<file path="src/rtl/serial_subtractor.sv">
// Bit-serial two's-complement subtractor: diff = a - b - bin, one bit per clock, LSB first.
// A single full-subtractor cell with a registered borrow; parallel operands and results.
module serial_subtractor #(
  parameter int unsigned WIDTH = 8
) (
  input  logic             clk,
  input  logic             rst_n,
  input  logic             start,
  input  logic [WIDTH-1:0] a,
  input  logic [WIDTH-1:0] b,
  input  logic             bin,
  output logic             busy,
  output logic             done,
  output logic [WIDTH-1:0] diff,
  output logic             bout,
  output logic             ovf
);

  localparam int unsigned CW = $clog2(WIDTH);

  localparam logic [1:0] S_IDLE = 2'd0;
  localparam logic [1:0] S_RUN  = 2'd1;
  localparam logic [1:0] S_FIN  = 2'd2;

  logic [1:0]       state_q, state_d;
  logic [WIDTH-1:0] a_sh, b_sh, res_sh;
  logic             borrow_q;
  logic             a_msb, b_msb;
  logic [CW-1:0]    count;

  logic x_c, y_c, d_c, borrow_c, last_c;

  // Full-subtractor cell on the current LSBs
  always_comb begin
    x_c      = a_sh[0];
    y_c      = b_sh[0];
    d_c      = x_c ^ y_c ^ borrow_q;
    borrow_c = (~x_c & y_c) | (~(x_c ^ y_c) & borrow_q);
    last_c   = (count == CW'(WIDTH - 1));
  end

  // Next-state logic
  always_comb begin
    state_d = state_q;
    case (state_q)
      S_IDLE:  if (start) state_d = S_RUN;
      S_RUN:   if (last_c) state_d = S_FIN;
      S_FIN:   state_d = S_IDLE;
      default: state_d = S_IDLE;
    endcase
  end

  always_ff @(posedge clk or negedge rst_n) begin
    if (!rst_n) state_q <= S_IDLE;
    else        state_q <= state_d;
  end

  // Datapath and registered outputs
  always_ff @(posedge clk or negedge rst_n) begin
    if (!rst_n) begin
      a_sh     <= '0;
      b_sh     <= '0;
      res_sh   <= '0;
      borrow_q <= 1'b0;
      a_msb    <= 1'b0;
      b_msb    <= 1'b0;
      count    <= '0;
      busy     <= 1'b0;
      done     <= 1'b0;
      diff     <= '0;
      bout     <= 1'b0;
      ovf      <= 1'b0;
    end else begin
      done <= 1'b0;
      case (state_q)
        S_IDLE: begin
          if (start) begin
            a_sh     <= a;
            b_sh     <= b;
            borrow_q <= bin;
            a_msb    <= a[WIDTH-1];
            b_msb    <= b[WIDTH-1];
            count    <= '0;
            busy     <= 1'b1;
          end
        end
        S_RUN: begin
          res_sh   <= {d_c, res_sh[WIDTH-1:1]};
          a_sh     <= a_sh >> 1;
          b_sh     <= b_sh >> 1;
          borrow_q <= borrow_c;
          count    <= count + CW'(1);
        end
        S_FIN: begin
          diff <= res_sh;
          bout <= borrow_q;
          ovf  <= (a_msb != b_msb) & (res_sh[WIDTH-1] != a_msb);
          done <= 1'b1;
          busy <= 1'b0;
        end
        default: ;
      endcase
    end
  end

endmodule

</file>
<file path="config.mk">
export PLATFORM = sky130hd
export DESIGN_NAME = serial_subtractor
export DESIGN_NICKNAME = d
export VERILOG_FILES = /design/src/rtl/serial_subtractor.sv
export SDC_FILE = /design/constraint.sdc
export NUM_CORES = 1
export LEC_CHECK = 0
export ABC_AREA = 1
export CORE_MARGIN = 3
export CORE_UTILIZATION = 50
export CTS_CLUSTER_DIAMETER = 100
export DETAILED_ROUTE_END_ITERATION = 10
export MAX_ROUTING_LAYER = met4
export PLACE_DENSITY = 0.74
export SYNTH_ARGS = -nofsm -noshare
export SYNTH_HDL_FRONTEND = slang
export SYNTH_SLANG_ARGS = --single-unit
</file>
<file path="constraint.sdc">
create_clock -name clk -period 1.6 [get_ports clk]
set_input_delay 0.16 -clock clk [delete_from_list [all_inputs] [get_ports clk]]
set_output_delay 0.16 -clock clk [all_outputs]
set_load 0.02 [all_outputs]
</file>
==> PnR_summary.wiki, run 1 <==
{| class="wikitable"
! Metric !! Value
|-
| Run status || finished, final reports clean
|-
| Antenna-violating nets left || 0
|-
| H-Tree Level Count || 2
|-
| Top-area cell type share of the netlist area || 54.66%
|-
| Final critical-path required period || 1.427 ns
|-
| Slowest library cell on the worst path || sky130_fd_sc_hd__clkdlybuf4s50_1
|-
| Number of register bits inferred by synthesis || 44
|-
| Number of nets produced by synthesis || 255
|-
| # rows || 22
|-
| Ys Warns || 0
|-
| Area of placed instances || 2360 um^2
|-
| Wire length per cell || 12.57 um
|-
| Total wirelength of the detailed-routed design || 3947 um
|-
| Number of hold violations in the final report || 0
|-
| Avg Cell Area, Syn || 8.683 um^2
|-
| Non-Filler Cell Area, Final || 2477 um^2
|-
| Number of remaining DRC errors || 0
|-
| Core Area || 3771 um^2
|-
| Leakage Power || 1.256 nW
|-
| Routed via count || 1,563
|-
| CP Class || reg2out
|-
| Final estimated routing congestion in global placement || 0.7601
|-
| Register Area || 1101 um^2
|-
| Worst-skew pair later-pin latency || 0.29 ns
|-
| Vias in the first global route || 1,574
|-
| Overall die height || 69.48 um
|-
| Vias per std cell || 4.978
|-
| Final critical-path share of the clock period || 89.17%
|-
| Pins over their slew limit || 0
|-
| Post-synth design cell area || 2014 um^2
|-
| Cells after Synth || 232
|-
| Final standard cell count with taps included and fillers excluded || 314
|-
| Transition time at the pin with the least slew margin || 0.4678 ns
|-
| Cells taking the most area after synthesis || sky130_fd_sc_hd__dfrtp_1 55%, sky130_fd_sc_hd__nand2_1 17%, sky130_fd_sc_hd__nand3_1 8.9%
|-
| Worst clock skew || 0.008960 ns
|-
| Layout cell share with drive strength beyond 1 || 10.53%
|-
| Signal arrival time at the worst endpoint || 1.27 ns
|-
| Biggest fanout along the worst timing path || 2
|-
| Maximum number of pins on one net before global-route repair || 35
|-
| Signed area change from the synthesized netlist to the final layout || 22.98%
|-
| Post-layout power || 4.573 mW
|-
| Wire length of the first global-routing pass || 6941 um
|-
| Aggregate global routing overflow || 0
|-
| Fin Setup TNS || 0 ns
|-
| Achievable Freq || 0.7009 GHz
|-
| CP cell instances || clkdlybuf4s50_1
|-
| CTS tree || yes
|-
| Data required, critical path || 1.44 ns
|-
| Count of filler cells inserted in the layout || 325
|-
| Effective utilization at floorplan || 53.42%
|-
| Buf+Inv Stages, Crit Path || 1
|-
| Unrepaired setup endpoints after global routing || false
|-
| Worst rel slew slack || 68.81%
|-
| Die Outline Area || 4827 um^2
|-
| Commonest cells after routing, fill and taps aside || 93 x sky130_fd_sc_hd__nand2_1, 44 x sky130_fd_sc_hd__dfrtp_1, 36 x sky130_fd_sc_hd__nand3_1, 30 x sky130_fd_sc_hd__clkdlybuf4s50_1, 15 x sky130_fd_sc_hd__inv_1
|-
| Number of CTS-inserted buffers || 5
|-
| Die width || 69.48 um
|-
| Post-synthesis cell type count || 17
|-
| Post-synthesis cell type with the largest combined area || sky130_fd_sc_hd__dfrtp_1
|-
| Buffer type at the clock tree root || sky130_fd_sc_hd__clkbuf_8
|-
| Antenna violations before repair || 0
|-
| Crit path launch type || flip-flop
|-
| Sinks on Clock Net || 44
|-
| VDD IR-drop max || 1040 uV
|-
| I/O Buffers || 31
|-
| Commonest non-fill, non-tap cell in the layout || sky130_fd_sc_hd__nand2_1
|-
| Half-perimeter wire length after placement || 2751 um
|-
| Number of cells after detailed placement || 305
|-
| Number of nets in the finished design || 288
|-
| Top-level I/O count || 32
|-
| Reg clk slew, reported paths || 0.08 ns
|-
| Portion of the post-synthesis area used by sequential elements || 54.66%
|-
| Hold Path Class || in2async
|-
| GR Util All Layers || 18.22%
|-
| First drt pass iteration count || 4
|-
| Number of max-cap violations || 0
|-
| DR iter-0 viols || 108
|-
| Final setup violation count || 0
|-
| Cell class contributing the biggest share of worst-path delay || buffers and inverters
|-
| Area taken by multi-input logic gates || 754.5 um^2
|-
| Cell area power density || 1846 nW/um^2
|-
| Longest individual stage delay on the worst path || 0.61 ns
|-
| Type of destination of the critical path || output pin
|-
| Clock buffer depth || 2
|-
| Number of antenna repair diodes || 0
|}
power breakdown:
group,switching [mW],internal [mW]
clock,0.359,0.463
combinational,1.15,0.775
sequential,0.254,1.57
per-stage QoR:
| step | utilization (%) | hold slack (ns) | worst slack, ns |
|---|---|---|---|
| 2_1_floorplan | - | -0.1356 | 0.4978 |
| 3_3_place_gp | 62.57 | 0.1354 | 0.3053 |
| 3_5_place_dp | 62.57 | 0.1379 | 0.2742 |
| 4_1_cts | 65.69 | 0.3595 | 0.1555 |
| 5_1_grt | 65.69 | 0.4002 | 0.1188 |
| 6_report | 65.69 | 0.3521 | 0.1733 |
synth_stat cells (all sizes together):
master / number
a21oi: 1
nand2: 96
ha: 2
dfrtp: 44
nor2: 4
buf: 12
fa: 1
o21ai: 19
nand3: 36
inv: 17
flip-flops by register name, indices dropped and copies added, names as in the netlist:
signal / flops
res_sh: 8
b_msb: 1
bout: 1
count: 3
borrow_q: 1
ovf: 1
a_sh: 8
state_q: 2
busy: 1
b_sh: 8
a_msb: 1
diff: 8
done: 1
kinds of logic after synthesis:
group / after synthesis / share of synthesized area, %
AND/OR/NAND/NOR: 136 / 28.94
buffers and inverters: 29 / 7.888
AO/OA/AOI/OAI: 20 / 6.273
flip-flops: 44 / 54.66
adder cells (fa/ha/maj): 3 / 2.236
cell type report:
class                   count  share of cell area, %
repair buffers             38                  15.56
clock buffers               6                  2.929
clock inverters             2                  1.414
flip-flops and latches     44                  44.44
well taps                  48                  2.424
inverters                  17                  2.778
multi-input cells         159                  30.45
final timing paths:
kind | from | end | slack (ns) | cells after the start
worst min register to register | res_sh[0]$_DFFE_PN0N_ | diff[0]$_DFFE_PN0P_ | 0.48 | 2
worst max register to register | state_q[1]$_DFFE_PN0P_ | count[0]$_DFFE_PN0P_ | 0.35 | 6
max in group asynchronous | rst_n | b_sh[2]$_DFFE_PN0P_ | 0.76 | 3
worst max-delay path | diff[0]$_DFFE_PN0P_ | diff[0] | 0.17 | 1
min in group clk | b[7] | b_sh[7]$_DFFE_PN0P_ | 0.42 | 3
worst min-delay path | rst_n | a_msb$_DFFE_PN0P_ | 0.35 | 2
per-layer routing:
| layer | vias to the layer above | GRT usage, % | routed length (um) |
|---|---|---|---|
| met1 | 728 | 23.41 | 1866 |
| met4 | 0 | 6.074 | 70 |
| met2 | 31 | 28.60 | 1868 |
| met5 | - | - | 0 |
| met3 | 8 | 4.203 | 143 |
| li1 | 796 | - | - |
what timing repair did:
| action | CTS | global route |
|---|---|---|
| setup buffers | 0 | 0 |
| hold buffers | 1 | 0 |
| hold endpoints to repair | 19 | 0 |
| resized for setup | 0 | 0 |
Note: power is estimated with default switching activity, not from simulation.
==> run 2, diff against run 1 <==
CORE_MARGIN = default   (was 3)
==> run 2 against run 1 <==
Compared with the run above:
- clock skew is 0.0023 ns lower
- worst hold slack better by 0.066 ns
- critical endpoint is now bout
- first-iteration DRC count is 17% higher
- maximum frequency is 0.50% lower
- register-to-register slack worse by 0.10 ns
- power is 3.1% lower
- global-route usage is 2.2 points higher
- worst setup slack worse by 0.0072 ns
- via count is 1.3% lower
- die area is 11% lower
- count of clock-buffer cells in the layout is 1 higher
==> PnR_summary.wiki, run 2 (synthesis results as in run 1) <==
{| class="wikitable"
! Metric !! Value
|-
| Run status || finished, final reports clean
|-
| Comb pwr share || 42.6%
|-
| Number of antenna repair diodes || 0
|-
| Fin Setup TNS || 0 ns
|-
| Pins over their slew limit || 0
|-
| VDD IR-drop max || 1160 uV
|-
| Worst rel slew slack || 64.81%
|-
| # rows || 22
|-
| GR Util All Layers || 20.39%
|-
| Endpoint, Worst Hold || a_sh[7]$_DFFE_PN0P_
|-
| Unrepaired setup endpoints after global routing || false
|-
| Count of cells resized by post-cts repair || 0
|-
| Cell area power density || 1805 nW/um^2
|-
| Number of buffers inserted for hold repair after clock tree synthesis || 1
|-
| Buf+Inv Stages, Crit Path || 1
|-
| Leakage Power || 1.247 nW
|-
| Commonest cells after routing, fill and taps aside || 93 x sky130_fd_sc_hd__nand2_1, 44 x sky130_fd_sc_hd__dfrtp_1, 36 x sky130_fd_sc_hd__nand3_1, 30 x sky130_fd_sc_hd__clkdlybuf4s50_1, 15 x sky130_fd_sc_hd__inv_1
|-
| Antenna violations before repair || 0
|-
| Routed via count || 1,543
|-
| First drt pass iteration count || 4
|-
| Cell-internal power || 2.677 mW
|-
| Aggregate global routing overflow || 0
|-
| Layout cell share with drive strength beyond 1 || 11.19%
|-
| Transition time at the pin with the least slew margin || 0.5279 ns
|-
| Hold Path Class || in2reg
|-
| Beginning of the worst hold path || a[7]
|-
| Longest individual stage delay on the worst path || 0.61 ns
|-
| Final critical-path required period || 1.434 ns
|-
| Part of the total power dissipated in the clock network || 16.3%
|-
| Overall die height || 65.48 um
|-
| I/O Buffers || 31
|-
| Buffer type at the clock tree root || sky130_fd_sc_hd__clkbuf_8
|-
| Final setup slack of the worst path || 0.1660 ns
|-
| Half-perimeter wire length after placement || 2533 um
|-
| Signed area change from the synthesized netlist to the final layout || 21.80%
|-
| Final critical-path share of the clock period || 89.62%
|-
| Achievable Freq || 0.6974 GHz
|-
| Slowest library cell on the worst path || sky130_fd_sc_hd__clkdlybuf4s50_1
|-
| Effective utilization at floorplan || 53.42%
|-
| Worst-skew pair later-pin latency || 0.30 ns
|-
| Maximum number of pins on one net before global-route repair || 45
|-
| Non-Filler Cell Area, Final || 2454 um^2
|-
| Number of remaining DRC errors || 0
|-
| CP Class || reg2out
|-
| Signal arrival time at the worst endpoint || 1.27 ns
|-
| Clock buffer depth || 2
|-
| Number of hold violations in the final report || 0
|-
| Worst clock skew || 0.006665 ns
|-
| CP cell instances || clkdlybuf4s50_1
|-
| DR iter-0 viols || 126
|-
| Number of CTS-inserted buffers || 5
|-
| CTS tree || yes
|-
| Reg2reg setup slack || 0.25 ns
|-
| Sinks on Clock Net || 44
|-
| Vias in the first global route || 1,435
|-
| Area taken by multi-input logic gates || 754.5 um^2
|-
| Final estimated routing congestion in global placement || 0.7704
|-
| Crit path launch type || flip-flop
|-
| Core Area || 3771 um^2
|-
| H-Tree Level Count || 2
|-
| Switching power of the nets || 1.753 mW
|-
| Min-Delay Path Depth || 3
|-
| Register Area || 1101 um^2
|-
| Type of destination of the critical path || output pin
|-
| Wire length of the first global-routing pass || 6285 um
|-
| Number of max-cap violations || 0
|-
| Commonest non-fill, non-tap cell in the layout || sky130_fd_sc_hd__nand2_1
|-
| Biggest fanout along the worst timing path || 2
|-
| Total wirelength of the detailed-routed design || 3751 um
|-
| Crit Reg-Reg Startpoint || state_q[0]$_DFFE_PN0P_
|-
| Cell class contributing the biggest share of worst-path delay || buffers and inverters
|-
| Count of filler cells inserted in the layout || 323
|-
| Area of placed instances || 2350 um^2
|-
| Worst-case setup slack after placement || 0.2443 ns
|-
| Number of nets in the finished design || 290
|-
| Top-level I/O count || 32
|-
| Number of buffers added for setup after CTS || 0
|-
| Antenna-violating nets left || 0
|-
| Die Outline Area || 4287 um^2
|-
| Switching share of power || 39.57%
|-
| Worst Reg2Reg Path Length in Cells || 4
|-
| Destination of the worst register-to-register timing path || a_sh[2]$_DFFE_PN0P_
|-
| Wire length per cell || 11.87 um
|-
| Data required, critical path || 1.44 ns
|-
| Proportion of power drawn by flip-flops and latches || 41.2%
|-
| Reg clk slew, reported paths || 0.08 ns
|-
| Final setup violation count || 0
|-
| Vias per std cell || 4.883
|-
| Die width || 65.48 um
|}
==> run 2: cell count changes in the layout (fill, tap and decap cells not counted), sizes merged <==
cell / before / now
clkbuf: 6 / 7
clkinvlp: 0 / 1
bufinv: 1 / 0
buf: 7 / 9
clkinv: 1 / 0
==> run 2: layout make-up <==
cell class / count / share of cell area [%]
Tap cell: 48 / 2.448
Multi-Input combinational cell: 159 / 30.75
Sequential cell: 44 / 44.88
Clock inverter: 1 / 0.3060
Timing Repair Buffer: 40 / 15.30
Clock buffer: 7 / 3.519
Inverter: 17 / 2.805
==> run 2: worst max path at each step <==
stage                            from  cells after the start                    to
2_1_floorplan     a_sh[0]$_DFFE_PN0P_                      6  borrow_q$_DFFE_PN0P_
3_3_place_gp   state_q[0]$_DFFE_PN0P_                      4   a_sh[5]$_DFFE_PN0P_
3_5_place_dp                    start                      5   a_sh[2]$_DFFE_PN0P_
4_1_cts              bout$_DFFE_PN0P_                      1                  bout
5_1_grt              bout$_DFFE_PN0P_                      1                  bout
6_report             bout$_DFFE_PN0P_                      1                  bout
==> run 2: per-stage QoR <==
step | instances | util, % | total power, mW | hold WS [ns]
2_1_floorplan | 232 | - | 3.176 | -0.1356
6_report | 316 | 65.06 | 4.429 | 0.4184
3_5_place_dp | 307 | 62.31 | 3.740 | 0.2655
5_1_grt | 316 | 65.06 | 4.802 | 0.4461
4_1_cts | 316 | 65.06 | 4.463 | 0.4249
3_3_place_gp | 307 | 62.31 | 3.677 | 0.2651
==> run 2: power groups by stage <==
stage / logic [mW] / registers (mW) / clock network, mW
3_5_place_dp: 1.90 / 1.84 / 0
5_1_grt: 2.14 / 1.87 / 0.790
2_1_floorplan: 1.27 / 1.91 / 0
3_3_place_gp: 1.85 / 1.83 / 0
4_1_cts: 1.91 / 1.82 / 0.733
6_report: 1.89 / 1.82 / 0.720
==> run 2: layer usage <==
metal	track usage (%)	vias to the layer above	part of all wire, %
met5	-	-	0
met4	8.424	0	1.5
met3	6.424	7	5.2
met2	30.67	31	46
met1	25.49	702	48
li1	-	803	-
==> patch 1: new RTL, config.mk and constraints of run 1 <==
`WIDTH`: 8 -> 16.
--- a/src/rtl/serial_subtractor.sv
+++ b/src/rtl/serial_subtractor.sv
@@ -1,7 +1,7 @@
 // Bit-serial two's-complement subtractor: diff = a - b - bin, one bit per clock, LSB first.
 // A single full-subtractor cell with a registered borrow; parallel operands and results.
 module serial_subtractor #(
-  parameter int unsigned WIDTH = 8
+  parameter int unsigned WIDTH = 16
 ) (
   input  logic             clk,
   input  logic             rst_n,
Interface: changed (resized a, b and diff); port bits go from 32 to 56. No check against the original RTL was run, so the function may have changed too.
==> patch 1 against run 1 <==
Synthesized cell count rose by 53%. Total power up 49%. Wire length increased by 60%. Cell count up 55%. Design area increased by 63%. Clock skew down 0.0040 ns. Non-clock buffer count is 25 higher. Worst setup slack worse by 0.056 ns. Clock power up 71%. Critical path depth is the same. Die area grew 54%. Critical path type unchanged. Area after synthesis is 60% higher. Sequential cell count up 33.
==> patch 1: results (changes against run 1) <==
qor: yosys.post_synth_main_area_contributors sky130_fd_sc_hd__dfrtp_1 60%, sky130_fd_sc_hd__nand2_1 13%, sky130_fd_sc_hd__nand3_1 11%
qor: drt.met2_length 2930 µm [+57%]
qor: cells_and_area.filler_cell_count_in_the_final_layout 523 [+61%]
qor: cells_and_area.seq-cell-share 47.7% [+3.2 points]
qor: sta.fin_worst_hold_slack 0.303 ns [-0.0493 ns]
qor: place.place.detailed.hpwl 4070 µm [+48%]
qor: cts.tritoncts.num_buffers 9 [+4]
qor: critical_path.critical_path.endpoint diff[15]
qor: power_and_ir_drop.peak_supply_drop 0.000984 V [-5.4%]
qor: cells_and_area.layout-drive-gt1-share 7.51% [-3.0 points]
qor: cells_and_area.clock_buffer_cells 10 [+4]
qor: global_routing.gr_usage_total 19.1% [+0.92 points]
qor: cells_and_area.share_of_cell_area_taken_by_multi_input_logic_gates 26.7% [-3.8 points]
qor: yosys.ys_top_cells_by_count 115 x sky130_fd_sc_hd__nand2_1, 77 x sky130_fd_sc_hd__dfrtp_1, 71 x sky130_fd_sc_hd__nand3_1
qor: run_status.outcome finished, final reports clean
qor: sta.finalWorstPathRequiredPeriod 1.48 ns [+0.0559 ns]
qor: critical_path.rr_worst_depth 3 [-3]
qor: global_routing.groute.layer.met2.usage 29.5% [+0.90 points]
qor: drt.detailedRoute.firstIterationViolations 196 [+81%]
qor: global_routing.grt_max_degree 45 [+29%]
qor: critical_path.critical_path.reg2reg.startpoint state_q[0]
qor: cells_and_area.n_all_buffers 63 [+66%]
qor: drt.routed-wl-met3 289 µm [+100%]
qor: place.gp_routability_congestion 0.783 [+3.0%]
qor: critical_path.r2r_setup_slack 0.33 ns [-0.02 ns]
qor: global_routing.antenna_found_initial 0 [unchanged]
qor: cts.worst_skew_pair.late_latency 0.34 ns [+0.05 ns]
qor: power_and_ir_drop.netSwitchingFraction 35.2% [-3.4 points]
qor: global_routing.global_routing_usage_on_met1 25.0% [+1.6 points]
qor: drt.vias_per_cell 5.07 [+1.9%]
qor: global_routing.grt_pass1_wl 10,800 µm [+56%]
qor: yosys.ys_seq_elements 77 [+75%]
qor: yosys.synthesis.nets 394 [+55%]
qor: place.port_buffers 55 [+77%]
qor: cells_and_area.numnets_final 448 [+56%]
qor: power_and_ir_drop.p_leak 1.90 nW [+51%]
qor: cells_and_area.final-nonclk-buf-share 16.3% [+0.79 points]
qor: global_routing.globalRouteMet3Util 5.13% [+0.93 points]
qor: critical_path.crit_arrival 1.32 ns [+0.05 ns]
qor: cells_and_area.clkCellAreaFrac 4.64% [+0.30 points]
qor: drt.post_drt_wl_per_cell 12.9 µm [+3.0%]
qor: critical_path.timing.critical_path.from diff[15]
==> patch 1: cell count changes after synthesis, moves of 2 or more <==
cell | before | now
sky130_fd_sc_hd__inv_4 | 2 | 0
sky130_fd_sc_hd__o21ai_0 | 12 | 34
sky130_fd_sc_hd__inv_2 | 0 | 3
sky130_fd_sc_hd__inv_1 | 15 | 22
sky130_fd_sc_hd__dfrtp_1 | 44 | 77
sky130_fd_sc_hd__o21ai_2 | 7 | 0
sky130_fd_sc_hd__buf_2 | 6 | 11
sky130_fd_sc_hd__nand3_1 | 36 | 71
sky130_fd_sc_hd__clkbuf_1 | 0 | 3
sky130_fd_sc_hd__nand2_1 | 93 | 115
==> patch 1: power by group through the flow <==
| stage | Clock (mW) | Combinational, mW | Sequential, mW |
|---|---|---|---|
| floorplan | 0 | 1.38 | 3.23 |
| global placement | 0 | 2.25 | 3.13 |
| detailed placement | 0 | 2.31 | 3.15 |
| CTS | 1.45 | 2.32 | 3.12 |
| global route | 1.54 | 2.60 | 3.21 |
| finish | 1.41 | 2.28 | 3.11 |
==> patch 1: logic make-up after synthesis <==
| group | count (synthesis) | share of synthesized area [%] |
|---|---|---|
| flip-flops | 77 | 59.8 |
| adder cells (fa/ha/maj) | 2 | 1.01 |
| buffers and inverters | 45 | 6.75 |
| XOR/XNOR | 1 | 0.272 |
| AO/OA/AOI/OAI | 36 | 5.59 |
| AND/OR/NAND/NOR | 195 | 26.6 |
==> patch 1: metrics by stage <==
stage | power (mW) | instance area, µm² | instances
3_5_place_dp | 5.45 | 3840 | 473
2_1_floorplan | 4.62 | 3220 | 356
4_1_cts | 6.89 | 4040 | 488
5_1_grt | 7.35 | 4040 | 488
6_report | 6.80 | 4040 | 488
3_3_place_gp | 5.38 | 3840 | 473
==> patch 2: new RTL, settings of run 1 <==
Without the edit above. Put one more register stage on the output `diff`, without a reset. The value now appears one clock later. The other outputs are not delayed to match.
--- a/src/rtl/serial_subtractor.sv
+++ b/src/rtl/serial_subtractor.sv
@@ -21,6 +21,8 @@
   localparam logic [1:0] S_IDLE = 2'd0;
   localparam logic [1:0] S_RUN  = 2'd1;
   localparam logic [1:0] S_FIN  = 2'd2;
+
+  logic [WIDTH-1:0] diff_s0;
 
   logic [1:0]       state_q, state_d;
   logic [WIDTH-1:0] a_sh, b_sh, res_sh;
@@ -67,7 +69,7 @@
       count    <= '0;
       busy     <= 1'b0;
       done     <= 1'b0;
-      diff     <= '0;
+      diff_s0  <= '0;
       bout     <= 1'b0;
       ovf      <= 1'b0;
     end else begin
@@ -92,7 +94,7 @@
           count    <= count + CW'(1);
         end
         S_FIN: begin
-          diff <= res_sh;
+          diff_s0 <= res_sh;
           bout <= borrow_q;
           ovf  <= (a_msb != b_msb) & (res_sh[WIDTH-1] != a_msb);
           done <= 1'b1;
@@ -103,5 +105,9 @@
     end
   end
 
+  always_ff @(posedge clk) begin
+    diff <= diff_s0;
+  end
+
 endmodule
 
Formal check against the unedited RTL: same outputs for any inputs over 10 cycles, from zero or initial values and one cycle with rst_n low; that may be too few to reach the edited logic, so the function may still have changed.
==> patch 2 against run 1 <==
Design area rose by 8.3%. Area after synthesis grew 12%. Total power is 5.1% higher. Wire length is 0.68% higher. Non-clock buffer count is 3 lower. Sequential cell count up 8. Worst setup slack got worse by 0.027 ns. Largest power group is now registers.
==> patch 2: results (changes against run 1) <==
qor: cts.worst_setup_hold_path_clk_slew 0.10 ns [+0.02 ns]
qor: place.port_buffers 31 [unchanged]
qor: cts.worst_skew_pair.late_latency 0.31 ns [+0.02 ns]
qor: run_status.outcome finished, final reports clean
qor: global_routing.globalRouteMet3Util 4.13% [-0.071 points]
qor: place.placement.cell_area 2580 µm² [+9.5%]
qor: drt.route.final.wire_length 3970 µm [+0.68%]
qor: yosys.cells_after_synth 251 [+8.2%]
qor: critical_path.rr_worst_depth 6 [unchanged]
qor: drt.detailedRoute.firstIterationViolations 89 [-18%]
qor: yosys.synthDistinctLibCells 19 [+2]
qor: cells_and_area.numnets_final 305 [+5.9%]
qor: global_routing.global_routing_usage_on_met1 20.9% [-2.5 points]
qor: drt.vias_per_cell 4.98 [about the same]
qor: power_and_ir_drop.p_leak 1.36 nW [+8.4%]
qor: critical_path.largest_delay_contributor_family_on_the_critical_path buffers and inverters
qor: global_routing.grt_pass1_wl 6890 µm [-0.69%]
qor: critical_path.rr_endpoint borrow_q
qor: cts.tritoncts.num_buffers 5 [unchanged]
qor: place.placed_cells_incl_taps 324 [+6.2%]
qor: sta.final_clock_skew 0.0161 ns [+0.00716 ns]
qor: cells_and_area.layout-drive-gt1-share 9.54% [-0.99 points]
qor: yosys.ys_top_cells_by_count 61 x sky130_fd_sc_hd__nand2_1, 49 x sky130_fd_sc_hd__nand3_1, 44 x sky130_fd_sc_hd__dfrtp_1
qor: cells_and_area.layoutNonFillerInstCount 333 [+6.1%]
qor: global_routing.first_global_vias 1,548 [-1.7%]
qor: place.setup_slack_at_placement 0.269 ns [-0.00538 ns]
qor: power_and_ir_drop.peak_supply_drop 0.000745 V [-28%]
qor: yosys.synth_ff_type sky130_fd_sc_hd__dfrtp_1
qor: global_routing.grt_max_degree 33 [-5.7%]
qor: critical_path.crit_arrival 1.29 ns [+0.02 ns]
qor: sta.relSlewSlack 69.0% [+0.19 points]
qor: cells_and_area.filler_cell_count_in_the_final_layout 362 [+11%]
qor: yosys.synthesis.nets 274 [+7.5%]
qor: global_routing.groute.layer.met2.usage 27.7% [-0.90 points]
qor: sta.fin_worst_hold_slack 0.331 ns [-0.0207 ns]
qor: yosys.async_flop_share 84.6% [-15 points]
qor: yosys.synth.yosys.seq_area_share 55.8% [+1.2 points]
qor: yosys.post_synth_main_area_contributors sky130_fd_sc_hd__dfrtp_1 49%, sky130_fd_sc_hd__nand3_1 11%, sky130_fd_sc_hd__nand2_1 10%
qor: place.place.detailed.hpwl 2750 µm [about the same]
qor: global_routing.gr_usage_total 17.4% [-0.81 points]
qor: cells_and_area.layout-area-overhead-vs-synth 18.8%
qor: place.gp_routability_congestion 0.733 [-3.6%]
qor: cts.clock_tree.htree_level_count 2 [unchanged]
-- patch 2: changes by cell type in the layout (fill, tap and decap cells not counted), moves of 2 or more --
cell / delta
sky130_fd_sc_hd__dfxtp_1: +8
sky130_fd_sc_hd__o21ai_2: +2
sky130_fd_sc_hd__inv_1: +28
sky130_fd_sc_hd__nand2_2: -2
sky130_fd_sc_hd__nand3_1: +13
sky130_fd_sc_hd__nand2_1: -32
sky130_fd_sc_hd__buf_4: -3
-- patch 2: report_power, final --
part	switching, mW	internal (mW)	leakage, nW	total [mW]
sequential	0.261	1.85	0.616	2.11
clock	0.424	0.312	0.0414	0.735
combinational	1.16	0.800	0.705	1.96
total	1.85	2.96	1.36	4.81
-- patch 2: how the worst max path moves through the flow --
stage                   from         to  slack (ns)
floorplan           borrow_q  res_sh[7]        0.50
global placement       start    a_sh[7]        0.28
detailed placement     start    a_sh[7]        0.27
CTS                     busy       busy        0.12
global route             ovf        ovf        0.11
finish                  busy       busy        0.15
-- patch 2: final cells by class --
type / count / share of cell area (%)
sequential: 52 / 47.0
clock inverter: 2 / 0.606
multi-input combinational: 143 / 27.4
clock buffer: 6 / 2.70
inverter: 45 / 6.48
tap: 50 / 2.33
timing repair buffer: 35 / 13.5
-- patch 2: what timing repair did --
action,CTS,global route
gates resized for setup,0,0
hold buffers,1,0
endpoints found under the hold margin,19,0
-- patch 2: kinds of logic (layout without fill, tap and decap cells) --
kind of cell	count (synthesis)	count (layout)	share of synthesized area [%]
compound gates	22	22	6.37
fa+ha+maj	3	3	1.99
buf+inv	56	88	11.6
flops	52	52	55.8
simple gates	118	118	24.2
-- patch 2: per-layer routing --
layer,vias to the layer above,part of all wire (%)
met5,-,0
met4,0,1.8
met3,6,4.9
met2,36,47
met1,780,46
li1,837,-
